--- src/rtl/fibonacci_gen_pkg.sv ---
// Shared widths, pad layout and irq bit positions for the Fibonacci engine.
package fibonacci_gen_pkg;

  localparam int unsigned FIB_WIDTH   = 30;
  localparam int unsigned FIB_LSB     = 8;
  localparam int unsigned CLOCK_WIDTH = 6;
  localparam int unsigned IO_PADS     = FIB_WIDTH + FIB_LSB;

  localparam int unsigned IRQ_STEP = 0;
  localparam int unsigned IRQ_WRAP = 1;
  localparam int unsigned IRQ_STOP = 2;

  // Largest term before the sum overflows FIB_WIDTH bits (F43).
  localparam logic [FIB_WIDTH-1:0] FIB_LAST = 30'd433494437;

endpackage

--- src/rtl/fibonacci_gen_if.sv ---
// Control inputs and pad/irq outputs of the Fibonacci engine.
interface fibonacci_gen_if;
  import fibonacci_gen_pkg::*;

  logic                   switch_in;
  logic [CLOCK_WIDTH-1:0] clock_op;
  logic [IO_PADS-1:0]     io_out;
  logic [IO_PADS-1:0]     io_oeb;
  logic [2:0]             irq_out;

  modport master (
    output switch_in, clock_op,
    input  io_out, io_oeb, irq_out
  );

  modport slave (
    input  switch_in, clock_op,
    output io_out, io_oeb, irq_out
  );

endinterface

--- src/rtl/fibonacci_gen_prescaler.sv ---
// Step-rate divider: one tick every max(clock_op,1) enabled clocks.
module fibonacci_gen_prescaler
  import fibonacci_gen_pkg::*;
(
  input  logic                   wb_clk_i,
  input  logic                   wb_rst_i,
  input  logic                   enable,
  input  logic [CLOCK_WIDTH-1:0] clock_op,
  output logic                   tick
);

  logic [CLOCK_WIDTH-1:0] cnt_q, cnt_d, limit_m1;

  // >= rather than == so a lowered clock_op ticks at once instead of wrapping the counter.
  always_comb begin
    limit_m1 = (clock_op == '0) ? '0 : clock_op - CLOCK_WIDTH'(1);
    tick     = enable && (cnt_q >= limit_m1);
    cnt_d    = (!enable || tick) ? '0 : cnt_q + CLOCK_WIDTH'(1);
  end

  always_ff @(posedge wb_clk_i or posedge wb_rst_i) begin
    if (wb_rst_i) begin
      cnt_q <= '0;
    end else begin
      cnt_q <= cnt_d;
    end
  end

endmodule

--- src/rtl/fibonacci_gen.sv ---
// Fibonacci term generator driving io_out[37:8]; restarts at 0 after F43.
// Define FIBONACCI_IRQ_EN to build the step/wrap/stop irq registers.
module fibonacci_gen
  import fibonacci_gen_pkg::*;
(
  input  logic            wb_clk_i,
  input  logic            wb_rst_i,
  fibonacci_gen_if.slave  bus
);

  logic                 tick;
  logic                 wrap;
  logic [FIB_WIDTH:0]   sum;
  logic [FIB_WIDTH-1:0] a_q, b_q;

  fibonacci_gen_prescaler u_prescaler (
    .wb_clk_i (wb_clk_i),
    .wb_rst_i (wb_rst_i),
    .enable   (bus.switch_in),
    .clock_op (bus.clock_op),
    .tick     (tick)
  );

  always_comb begin
    sum  = {1'b0, a_q} + {1'b0, b_q};
    wrap = sum[FIB_WIDTH];
  end

  always_ff @(posedge wb_clk_i or posedge wb_rst_i) begin
    if (wb_rst_i) begin
      a_q <= '0;
      b_q <= FIB_WIDTH'(1);
    end else if (tick) begin
      if (wrap) begin
        a_q <= '0;
        b_q <= FIB_WIDTH'(1);
      end else begin
        a_q <= b_q;
        b_q <= sum[FIB_WIDTH-1:0];
      end
    end
  end

  assign bus.io_out = {a_q, {FIB_LSB{1'b0}}};
  assign bus.io_oeb = {{FIB_WIDTH{1'b0}}, {FIB_LSB{1'b1}}};

`ifdef FIBONACCI_IRQ_EN
  logic [2:0] irq_q;

  always_ff @(posedge wb_clk_i or posedge wb_rst_i) begin
    if (wb_rst_i) begin
      irq_q <= '0;
    end else begin
      irq_q[IRQ_STEP] <= tick;
      irq_q[IRQ_WRAP] <= tick & wrap;
      irq_q[IRQ_STOP] <= ~bus.switch_in;
    end
  end

  assign bus.irq_out = irq_q;
`else
  assign bus.irq_out = 3'b000;
`endif

endmodule

--- src/flat_wrapper.sv ---
// flat-port wrapper written by rule: the top's interface ports become plain ports
module fibonacci_gen_flat import fibonacci_gen_pkg::*;
  (wb_clk_i, wb_rst_i, bus_switch_in, bus_clock_op, bus_io_out, bus_io_oeb, bus_irq_out);
  fibonacci_gen_if bus_i ();
  input  logic wb_clk_i;
  input  logic wb_rst_i;
  input wire logic [$bits(bus_i.switch_in)-1:0] bus_switch_in;
  input wire logic [$bits(bus_i.clock_op)-1:0] bus_clock_op;
  output wire logic [$bits(bus_i.io_out)-1:0] bus_io_out;
  output wire logic [$bits(bus_i.io_oeb)-1:0] bus_io_oeb;
  output wire logic [$bits(bus_i.irq_out)-1:0] bus_irq_out;
  assign bus_i.switch_in = bus_switch_in;
  assign bus_i.clock_op = bus_clock_op;
  assign bus_io_out = bus_i.io_out;
  assign bus_io_oeb = bus_i.io_oeb;
  assign bus_irq_out = bus_i.irq_out;
  fibonacci_gen u_core (.wb_clk_i(wb_clk_i), .wb_rst_i(wb_rst_i), .bus(bus_i));
endmodule
--- config.mk ---
export PLATFORM = sky130hd
export DESIGN_NAME = fibonacci_gen_flat
export DESIGN_NICKNAME = d
export VERILOG_FILES = /design/src/rtl/fibonacci_gen_pkg.sv /design/src/rtl/fibonacci_gen_if.sv /design/src/rtl/fibonacci_gen_prescaler.sv /design/src/rtl/fibonacci_gen.sv /design/src/flat_wrapper.sv
export SDC_FILE = /design/constraint.sdc
export NUM_CORES = 1
export LEC_CHECK = 0
export BUFFER_PORTS_ARGS = -buffer_cell sky130_fd_sc_hd__buf_4
export CORE_UTILIZATION = 57
export CTS_CLUSTER_DIAMETER = 50
export DETAILED_ROUTE_END_ITERATION = 10
export PLACE_DENSITY = 0.83
export RECOVER_POWER = 100
export SYNTH_ARGS = -nofsm -noshare
export SYNTH_HDL_FRONTEND = slang
export SYNTH_SLANG_ARGS = --single-unit
--- constraint.sdc ---
create_clock -name wb_clk_i -period 3.2 [get_ports wb_clk_i]
set_clock_uncertainty 0.1 [all_clocks]
set_input_delay 0.16 -clock wb_clk_i [delete_from_list [all_inputs] [get_ports wb_clk_i]]
set_output_delay 0.16 -clock wb_clk_i [all_outputs]
set_load 0.02 [all_outputs]
# Yosys cells after proc, flatten, opt, wreduce, memory -nomap -nowiden
# Index checks and enable logic that the tools add are counted.
# word_totals
out_inout_bits	79
in_bits	9
word_cells	15
register_bits	66
# classes
n_addsub	3
order_cmp	1
n_reduce_logical	4
muxes	4
# op_table
operator	n
two-way mux 30 bit	2
adder 30 x 30 -> 31 bit	1
two-way mux 6 bit	2
adder 6 x 1 -> 6 bit (second input constant)	1
greater-or-equal comparator 6 bit	1
logical NOT 6 bit	1
subtractor 6 x 1 -> 6 bit (second input constant)	1
logical AND 1 bit	1
logical NOT 1 bit	1
logical OR 1 bit	1

# Longest topological paths before layout
# Gate-level depths: netlist of run 1.
# depth
depth_word	6
mapped_depth	17
mapped_depth_nobuf	15

# Cells and area by module
# A second synthesis of run 1 with hierarchy kept.
# unflattened
hier_cells	476
hier_area_um2	4616.9
# modules_own_cells
mod	area_each_um2	cells_each	instances	seq_area_each_um2
fibonacci_gen	4113.9	417	1	1502.7
fibonacci_gen_prescaler	503.0	59	1	150.1

# Worst setup path after synthesis of run 1
# No wires, ideal clock.
# synth_path
path_type	input port to flip-flop
from	input port bus_clock_op[0]
to	register u_core.b_q[28]
required_ns	2.962
t_arrival_ns	3.135
setup_ns	0.138
stages	16
slack_ns	-0.173
n_path_buf	2
cell_sequence	inv_1 ha_1 nand2b_1 or4_1 and2_1 ha_1 nand2b_1 a21o_1 a21o_1 a21o_1 a21o_1 a21oi_1 nand2b_1 buf_2 clkbuf_1 o41ai_2
# synth_via
elab_chain_cells	4
word_cells_on_any_way	5
classes_between	add/sub (1); order compare (1); mux (1); reduce/logical (2)
# synth_lines
element	line	source
start: declaration	flat_wrapper.sv:8	input wire logic [$bits(bus_i.clock_op)-1:0] bus_clock_op;
subtractor 6 x 1 -> 6 bit or logical NOT 6 bit (tied branches)	fibonacci_gen_prescaler.sv:16	limit_m1 = (clock_op == '0) ? '0 : clock_op - CLOCK_WIDTH'(1);
two-way mux 6 bit *	fibonacci_gen_prescaler.sv:16	
greater-or-equal comparator 6 bit *	fibonacci_gen_prescaler.sv:17	tick = enable && (cnt_q >= limit_m1);
logical AND 1 bit *	fibonacci_gen_prescaler.sv:17	
end signal: assignment	fibonacci_gen.sv:39	b_q <= sum[FIB_WIDTH-1:0];
end: declaration	fibonacci_gen.sv:14	logic [FIB_WIDTH-1:0] a_q, b_q;
# Mark *: on every way between the ends. The rest lies on a longest branch, timed or not.
# A chain may end at the register's enable or synchronous reset.

# Final worst setup path of run 1
# layout_path
from	register u_core.a_q[24]
to	register u_core.b_q[24]
# layout_via
elab_chain_cells	2
# layout_lines
element	line	source
start: declaration	fibonacci_gen.sv:14	
start signal: assignment	fibonacci_gen.sv:38	a_q <= b_q;
adder 30 x 30 -> 31 bit	fibonacci_gen.sv:25	sum = {1'b0, a_q} + {1'b0, b_q};
two-way mux 30 bit	fibonacci_gen.sv:34	if (wrap) begin
# Every way passes these cells.

==> flow_results.xml, run 1 <==
<?xml version="1.0" encoding="UTF-8"?>
<metrics>
  <group name="placement">
    <metric name="gp_congestion" unit="">0.962</metric>
    <metric name="dpl_cell_area" unit="sq mm">0.00498</metric>
    <metric name="post-place-cells" unit="">665</metric>
    <metric name="dpl.hpwl" unit="um">6990</metric>
    <metric name="io_buffer_count" unit="">38</metric>
  </group>
  <group name="layout">
    <metric name="final_util" unit="">0.662</metric>
    <metric name="number_of_filler_cells_placed_in_the_layout" unit="">645</metric>
    <metric name="layout-drive-gt1-share" unit="">0.113</metric>
    <metric name="syn_to_final_growth" unit="%">10.8</metric>
    <metric name="finish.cell_count_without_fillers" unit="">685</metric>
    <metric name="layout.nets" unit="">629</metric>
    <metric name="final_area" unit="sq mm">0.00516</metric>
    <metric name="antenna_cells_inserted" unit="">0</metric>
  </group>
  <group name="drt">
    <metric name="detail_route.vias_per_cell" unit="">5.66</metric>
    <metric name="via_count" unit="">3876</metric>
    <metric name="route.met2.wl" unit="um">4790</metric>
    <metric name="dr.pass1.iters" unit="">5</metric>
    <metric name="met3_length" unit="um">548</metric>
    <metric name="antenna_violating_nets_post_route" unit="">0</metric>
    <metric name="route.top_layer_used" unit="">met4</metric>
    <metric name="remaining_drcs" unit="">0</metric>
    <metric name="routedWlPerCell" unit="um">14.4</metric>
    <metric name="route.final.wire_length" unit="um">9890</metric>
    <metric name="number_of_drc_violations_after_detailed_routing_iteration_0" unit="">305</metric>
    <metric name="detail_route.wirelength.met1" unit="um">4350</metric>
  </group>
  <group name="worst_setup_path">
    <metric name="crit_type" unit="">reg2reg</metric>
    <metric name="timing.critical_path.slowest_stage_cell" unit="">sky130_fd_sc_hd__dfrtp_1</metric>
    <metric name="critical_path.cell_chain" unit="">ha_1 -&gt; and2_1 -&gt; a221o_1 -&gt; a22o_1 -&gt; a311oi_4 -&gt; a31oi_4 -&gt; o21ai_2 -&gt; nand2b_1 -&gt; buf_12 -&gt; nor2_8 -&gt; a22o_1</metric>
    <metric name="worst-endpoint-arrival" unit="ns">3.32</metric>
    <metric name="critical_path.endpoint" unit="">u_core.b_q[24]$_DFFE_PP0P_</metric>
    <metric name="worstSetupStartpoint" unit="">u_core.a_q[24]$_DFFE_PP0P_</metric>
    <metric name="crit_fanout" unit="">14</metric>
    <metric name="worst_ep_required_time" unit="ns">3.39</metric>
    <metric name="crit_path_end_kind" unit="">flip-flop</metric>
    <metric name="path_common_cell" unit="">sky130_fd_sc_hd__a22o_1</metric>
    <metric name="r2r.worst_path.cells" unit="">11</metric>
    <metric name="critPathMaxStageDelay" unit="ns">0.41</metric>
    <metric name="reg2reg_slack" unit="ns">0.07</metric>
    <metric name="worstReg2RegEnd" unit="">u_core.b_q[24]$_DFFE_PP0P_</metric>
    <metric name="setup.worst_path.start_class" unit="">flip-flop</metric>
    <metric name="critical_path.reg2reg.startpoint" unit="">u_core.a_q[24]$_DFFE_PP0P_</metric>
  </group>
  <group name="sta">
    <metric name="worst_slew_margin_rel" unit="">0.252</metric>
    <metric name="setup_violations" unit="">0</metric>
    <metric name="accumulated_negative_setup_slack" unit="ns">0</metric>
    <metric name="tightestPinTransition" unit="ns">1.12</metric>
    <metric name="finalCriticalPeriod" unit="ns">3.13</metric>
    <metric name="final_max_slew_viol_count" unit="">0</metric>
    <metric name="period_utilization_post_route" unit="">0.978</metric>
    <metric name="final-hold-violation-count" unit="">0</metric>
    <metric name="max_freq" unit="MHz">319</metric>
  </group>
  <group name="grt">
    <metric name="grt_pass1_wl" unit="um">16000</metric>
    <metric name="global_route.overflow_total" unit="">0</metric>
    <metric name="initial_antenna_violation_count" unit="">0</metric>
    <metric name="pin_count_of_the_biggest_net_entering_global_routing" unit="">38</metric>
    <metric name="gr-usage-all-layers" unit="">0.236</metric>
    <metric name="vias_in_the_first_global_route" unit="">3516</metric>
  </group>
  <group name="floorplan">
    <metric name="effective_utilization_at_floorplan" unit="">0.597</metric>
    <metric name="die_height" unit="um">92.5</metric>
    <metric name="core.rowCount" unit="">32</metric>
    <metric name="width_of_the_die" unit="um">92.5</metric>
    <metric name="num_io_pins" unit="">88</metric>
    <metric name="coreArea" unit="sq mm">0.00781</metric>
    <metric name="floorplan.die_area" unit="sq mm">0.00855</metric>
  </group>
  <group name="cts">
    <metric name="cts.htree.levels" unit="">3</metric>
    <metric name="tritoncts" unit="">built</metric>
    <metric name="root_buffer" unit="">sky130_fd_sc_hd__clkbuf_8</metric>
    <metric name="clock-sinks" unit="">66</metric>
    <metric name="clkLatencyLatePin" unit="ns">0.35</metric>
    <metric name="clkTransAtPathRegs" unit="ns">0.06</metric>
    <metric name="cts_made_buffers" unit="">9</metric>
    <metric name="max-clock-path-buffers" unit="">2</metric>
  </group>
  <group name="power">
    <metric name="power" unit="mW">2.28</metric>
    <metric name="peakVddDrop" unit="V">0.000233</metric>
    <metric name="power_per_cell_area" unit="mW/mm^2">441</metric>
    <metric name="power.leakage" unit="nW">2.48</metric>
  </group>
  <group name="yosys">
    <metric name="yosys_register_bits" unit="">66</metric>
    <metric name="postSynth.topFlopCell" unit="">sky130_fd_sc_hd__dfrtp_1</metric>
    <metric name="yosysSeqAreaShare" unit="">0.354</metric>
    <metric name="synth_edf_count" unit="">0</metric>
    <metric name="synth.top_cells.by_count" unit="">103 x sky130_fd_sc_hd__nand2_1, 65 x sky130_fd_sc_hd__dfrtp_1, 52 x sky130_fd_sc_hd__buf_4</metric>
    <metric name="netlist.top_cell.by_area" unit="">sky130_fd_sc_hd__dfrtp_1</metric>
    <metric name="synthArstFlopShare" unit="">1.00</metric>
    <metric name="netlist_area" unit="sq mm">0.00466</metric>
    <metric name="synth_top_cell_area_share" unit="">0.349</metric>
    <metric name="synthCells" unit="">530</metric>
    <metric name="synth_most_common_cell" unit="">sky130_fd_sc_hd__nand2_1</metric>
    <metric name="yosys_warnings" unit="">0</metric>
    <metric name="postSynthAreaPerCell" unit="sq um">8.80</metric>
    <metric name="yosysUniqueCellTypes" unit="">52</metric>
    <metric name="yosys-top-cells-area" unit="">sky130_fd_sc_hd__dfrtp_1 35%, sky130_fd_sc_hd__ha_1 10%, sky130_fd_sc_hd__buf_4 8.4%</metric>
  </group>
  <group name="job">
    <metric name="max_cap_viol_count" unit="">0</metric>
  </group>
  <group name="hold_path">
    <metric name="min_path_type" unit="">in2reg</metric>
  </group>
  <group name="status">
    <metric name="status" unit="">finished, final reports clean</metric>
  </group>
</metrics>
[state kept, by name, summed over array words and instances (netlist names)]
name / flops
u_core.a_q: 30
u_core.b_q: 30
u_core.u_prescaler.cnt_q: 6
[final cells by class]
cell class	count	area, sq um	share of cell area
repair buffers	63	427	0.0826
inverters	9	33.8	0.00654
flip-flops and latches	66	1650	0.320
clock inverters	1	5.00	0.000969
clock buffers	12	135	0.0262
multi-input cells	432	2780	0.539
well taps	102	128	0.0247
[metal layers]
layer  vias to the layer above  GRT usage
li1                       1868          -
met1                      1833      0.302
met2                       148      0.398
met3                        27     0.0419
met4                         0     0.0911
met5                         -          0
[metrics by stage]
step	setup WS (ns)	hold slack, ns
after floorplan	0.0135	0.220
final	0.0690	0.00671
after CTS	0.0119	0.000183
after global placement	0.00132	0.174
after global routing	-0.0526	-0.00692
after detailed placement	-0.144	0.183
[report_power, final]
group          switching, mW  total [mW]  leakage, nW  internal (mW)
sequential            0.0933        1.03        0.910          0.938
combinational          0.435       0.686         1.50          0.251
clock                  0.294       0.561       0.0722          0.267
[critical path, delay by kind of cell (launching register included)]
family                     cells  cell delay, ns
DFF                            1            0.41
buffers and inverters          1            0.19
and+or+nand+nor                3            0.55
adders and majority gates      1            0.37
AOI/OAI and AO/OA              6            1.43
[logic make-up after synthesis]
kind of cell / Yosys count / synth area share
adders and majority gates: 39 / 0.106
buffers and inverters: 80 / 0.110
other: 2 / 0.00161
AOI/OAI and AO/OA: 148 / 0.211
muxes: 1 / 0.00215
xor gates and xnor gates: 30 / 0.0563
and+or+nand+nor: 164 / 0.158
DFF: 66 / 0.354
[worst min-delay path by stage]
stage | start | end | slack [ns] | cells past startpoint
after floorplan | bus_switch_in | u_core.u_prescaler.cnt_q[1]$_DFF_PP0_ | 0.22 | 1
after global placement | wb_rst_i | u_core.a_q[12]$_DFFE_PP0P_ | 0.17 | 2
after detailed placement | wb_rst_i | u_core.u_prescaler.cnt_q[0]$_DFF_PP0_ | 0.18 | 2
after CTS | bus_switch_in | u_core.u_prescaler.cnt_q[1]$_DFF_PP0_ | 0.0002 | 2
after global routing | bus_switch_in | u_core.u_prescaler.cnt_q[1]$_DFF_PP0_ | -0.007 | 2
final | bus_switch_in | u_core.u_prescaler.cnt_q[1]$_DFF_PP0_ | 0.007 | 2
[placed cells by master, fill, tap and decap left out, drive strengths merged, types with 9 or more instances in the layout]
cell type,count
ha,38
inv,9
conb,49
o21ai,50
dfrtp,65
buf,29
nor2,20
o31ai,15
nand2,103
clkbuf,45
a21oi,29
xnor2,14
a21o,14
a22o,10
xor2,16
[timing repair]
action | in CTS | in global routing
setup endpoints to repair | 10 | 41
resized for setup | 2 | 12
buffers inserted | 0 | 5
hold buffers | 1 | 0
hold endpoints to repair | 29 | 0
pin swaps | 0 | 8
cloned | 0 | 1
Power figures use the tool's default switching activity.
==> inputs of run 2 (changes only) <==
Settings changed: BUFFER_PORTS_ARGS -buffer_cell sky130_fd_sc_hd__buf_4 to unset, CORE_MARGIN set to 2, CORE_UTILIZATION 57 to 65, DONT_BUFFER_PORTS set to 1, PLACE_DENSITY 0.83 to 0.82, RECOVER_POWER 100 to unset.
==> run 2 against run 1 <==
Against the previous run: hold slack better by 0.066 ns; critical path depth down 1; final cell count down 4.8%.
==> flow_results.xml, run 2 (synthesis gave the netlist of run 1 again) <==
<?xml version="1.0" encoding="UTF-8"?>
<metrics>
  <group name="worst_setup_path">
    <metric name="worst_ep_required_time" unit="ns">3.34</metric>
    <metric name="setup.worst_path.start_class" unit="">flip-flop</metric>
    <metric name="worst-endpoint-arrival" unit="ns">3.26</metric>
    <metric name="crit_path_end_kind" unit="">flip-flop</metric>
    <metric name="crit_type" unit="">reg2reg</metric>
    <metric name="timing.critical_path.slowest_stage_cell" unit="">sky130_fd_sc_hd__dfrtp_1</metric>
    <metric name="reg2reg_slack" unit="ns">0.08</metric>
    <metric name="critical_path.cell_chain" unit="">ha_1 -&gt; and2_1 -&gt; a221o_1 -&gt; a22o_1 -&gt; a311oi_4 -&gt; a31oi_4 -&gt; o21ai_2 -&gt; nand2b_1 -&gt; buf_6 -&gt; o31ai_1</metric>
    <metric name="worstPathBufferInverterCount" unit="">1</metric>
    <metric name="worst_path_dominant_cell_family" unit="">compound AO/OA/AOI/OAI gates</metric>
    <metric name="crit_fanout" unit="">11</metric>
    <metric name="critPathMaxStageDelay" unit="ns">0.41</metric>
  </group>
  <group name="power">
    <metric name="power.leakage" unit="nW">2.45</metric>
    <metric name="power_per_cell_area" unit="mW/mm^2">464</metric>
    <metric name="power" unit="mW">2.36</metric>
    <metric name="power.share.combinational" unit="">0.274</metric>
    <metric name="power.share.switching" unit="">0.372</metric>
    <metric name="intPower" unit="mW">1.48</metric>
    <metric name="peakVddDrop" unit="V">0.000299</metric>
    <metric name="power_frac_seq" unit="">0.451</metric>
    <metric name="power.net_switching" unit="uW">877</metric>
    <metric name="clock_power_share" unit="">0.275</metric>
  </group>
  <group name="sta">
    <metric name="tightestPinTransition" unit="ns">0.660</metric>
    <metric name="max_freq" unit="MHz">320</metric>
    <metric name="final_max_slew_viol_count" unit="">0</metric>
    <metric name="worst_slew_margin_rel" unit="">0.559</metric>
    <metric name="setup_violations" unit="">0</metric>
    <metric name="timing.final.ws_setup" unit="ns">0.0775</metric>
    <metric name="accumulated_negative_setup_slack" unit="ns">0</metric>
    <metric name="hold_slack" unit="ns">0.0724</metric>
    <metric name="final-hold-violation-count" unit="">0</metric>
    <metric name="period_utilization_post_route" unit="">0.976</metric>
    <metric name="finalCriticalPeriod" unit="ns">3.12</metric>
  </group>
  <group name="layout">
    <metric name="number_of_filler_cells_placed_in_the_layout" unit="">507</metric>
    <metric name="most-common-layout-cells" unit="">103 x sky130_fd_sc_hd__nand2_1, 64 x sky130_fd_sc_hd__dfrtp_1, 49 x sky130_fd_sc_hd__conb_1</metric>
    <metric name="antenna_cells_inserted" unit="">0</metric>
    <metric name="syn_to_final_growth" unit="%">8.83</metric>
    <metric name="most_frequent_standard_cell_in_the_layout_excluding_fill_and_tap_cells" unit="">sky130_fd_sc_hd__nand2_1</metric>
    <metric name="finish.cell_count_without_fillers" unit="">652</metric>
    <metric name="final_area" unit="sq mm">0.00507</metric>
    <metric name="layout-drive-gt1-share" unit="">0.131</metric>
    <metric name="layout.nets" unit="">599</metric>
    <metric name="reg.largest.list" unit="">u_core.a_q x30, u_core.b_q x30, u_core.u_prescaler.cnt_q x6</metric>
    <metric name="seq_area" unit="sq mm">0.00165</metric>
    <metric name="multiInputGateArea" unit="sq mm">0.00278</metric>
    <metric name="final_util" unit="">0.739</metric>
  </group>
  <group name="cts">
    <metric name="clock-sinks" unit="">66</metric>
    <metric name="cts_made_buffers" unit="">9</metric>
    <metric name="root_buffer" unit="">sky130_fd_sc_hd__clkbuf_8</metric>
    <metric name="max-clock-path-buffers" unit="">2</metric>
    <metric name="clkTransAtPathRegs" unit="ns">0.08</metric>
    <metric name="cts.htree.levels" unit="">3</metric>
    <metric name="clkLatencyLatePin" unit="ns">0.36</metric>
    <metric name="tritoncts" unit="">built</metric>
  </group>
  <group name="grt">
    <metric name="vias_in_the_first_global_route" unit="">3374</metric>
    <metric name="initial_antenna_violation_count" unit="">0</metric>
    <metric name="global_route.overflow_total" unit="">0</metric>
    <metric name="grt_pass1_wl" unit="um">15900</metric>
    <metric name="pin_count_of_the_biggest_net_entering_global_routing" unit="">39</metric>
    <metric name="gr-usage-all-layers" unit="">0.260</metric>
  </group>
  <group name="floorplan">
    <metric name="floorplan.die_area" unit="sq mm">0.00787</metric>
    <metric name="coreArea" unit="sq mm">0.00687</metric>
    <metric name="width_of_the_die" unit="um">88.7</metric>
    <metric name="die_height" unit="um">88.7</metric>
    <metric name="effective_utilization_at_floorplan" unit="">0.679</metric>
    <metric name="num_io_pins" unit="">88</metric>
    <metric name="core.rowCount" unit="">30</metric>
  </group>
  <group name="status">
    <metric name="status" unit="">finished, final reports clean</metric>
  </group>
  <group name="drt">
    <metric name="detail_route.vias_per_cell" unit="">5.76</metric>
    <metric name="route.final.wire_length" unit="um">10200</metric>
    <metric name="remaining_drcs" unit="">0</metric>
    <metric name="routedWlPerCell" unit="um">15.6</metric>
    <metric name="via_count" unit="">3755</metric>
    <metric name="number_of_drc_violations_after_detailed_routing_iteration_0" unit="">302</metric>
    <metric name="antenna_violating_nets_post_route" unit="">0</metric>
    <metric name="dr.pass1.iters" unit="">5</metric>
  </group>
  <group name="placement">
    <metric name="gp_congestion" unit="">0.924</metric>
    <metric name="place_worst_setup_slack" unit="ns">-0.0931</metric>
    <metric name="dpl.hpwl" unit="um">7040</metric>
    <metric name="io_buffer_count" unit="">0</metric>
    <metric name="post-place-cells" unit="">631</metric>
    <metric name="dpl_cell_area" unit="sq mm">0.00475</metric>
  </group>
  <group name="job">
    <metric name="max_cap_viol_count" unit="">0</metric>
  </group>
  <group name="hold_path">
    <metric name="min_path_type" unit="">in2reg</metric>
  </group>
</metrics>
## run 2: changes by cell type in the layout (fill, tap and decap cells not counted), moves of 2 or more
| cell | change |
|---|---|
| sky130_fd_sc_hd__clkinvlp_4 | +2 |
| sky130_fd_sc_hd__buf_4 | +2 |
| sky130_fd_sc_hd__clkbuf_4 | -2 |
| sky130_fd_sc_hd__ha_1 | -2 |
| sky130_fd_sc_hd__clkbuf_1 | -33 |
| sky130_fd_sc_hd__ha_2 | +2 |
| sky130_fd_sc_hd__clkinv_4 | +2 |
## run 2: power by group through the flow
stage / registers [mW] / clock network (mW) / logic (mW)
2_1_floorplan: 1.07 / 0 / 0.526
3_3_place_gp: 1.07 / 0 / 0.587
3_5_place_dp: 1.08 / 0 / 0.608
6_report: 1.06 / 0.648 / 0.646
4_1_cts: 1.06 / 0.654 / 0.615
5_1_grt: 1.08 / 0.695 / 0.721
## run 2: worst register-to-register path, cell delays in order, from the launching register on
cell and delay (ns):
sky130_fd_sc_hd__dfrtp_1 0.41, sky130_fd_sc_hd__ha_1 0.36, sky130_fd_sc_hd__and2_1 0.22, sky130_fd_sc_hd__a221o_1 0.33
sky130_fd_sc_hd__a22o_1 0.27, sky130_fd_sc_hd__a311oi_4 0.35, sky130_fd_sc_hd__a31oi_4 0.14, sky130_fd_sc_hd__o21ai_2 0.17
sky130_fd_sc_hd__nand2b_1 0.12, sky130_fd_sc_hd__buf_6 0.19, sky130_fd_sc_hd__o31ai_1 0.34
## run 2: worst paths after layout
kind	from	end	depth (start not counted)
min	bus_switch_in	u_core.b_q[16]$_DFFE_PP0P_	3
max	u_core.b_q[24]$_DFFE_PP0P_	u_core.b_q[23]$_DFFE_PP0P_	10
max in group asynchronous	wb_rst_i	u_core.b_q[0]$_DFFE_PP1P_	3
min reg2reg	u_core.u_prescaler.cnt_q[0]$_DFF_PP0_	u_core.u_prescaler.cnt_q[0]$_DFF_PP0_	1
max reg2reg	u_core.b_q[24]$_DFFE_PP0P_	u_core.b_q[23]$_DFFE_PP0P_	10
min in group asynchronous	wb_rst_i	u_core.a_q[17]$_DFFE_PP0P_	2
## run 2: what timing repair did
action,4_1_cts,5_1_grt
hold buffers,2,0
endpoints found under the setup margin,0,60
resized for setup,0,17
buffers inserted,0,2
hold endpoints to repair,37,0
## run 2: layer usage
metal	share of wire	vias up	track usage
li1	-	1800	-
met1	0.43	1783	0.364
met2	0.49	153	0.398
met3	0.063	19	0.0532
met4	0.017	0	0.0964
met5	0	-	0
## run 2: area by class of cell
cell class,count,share of cell area
multi-input cells,432,0.547
flip-flops and latches,66,0.326
repair buffers,33,0.0611
clock buffers,10,0.0271
well taps,96,0.0237
clock inverters,6,0.00838
inverters,9,0.00666
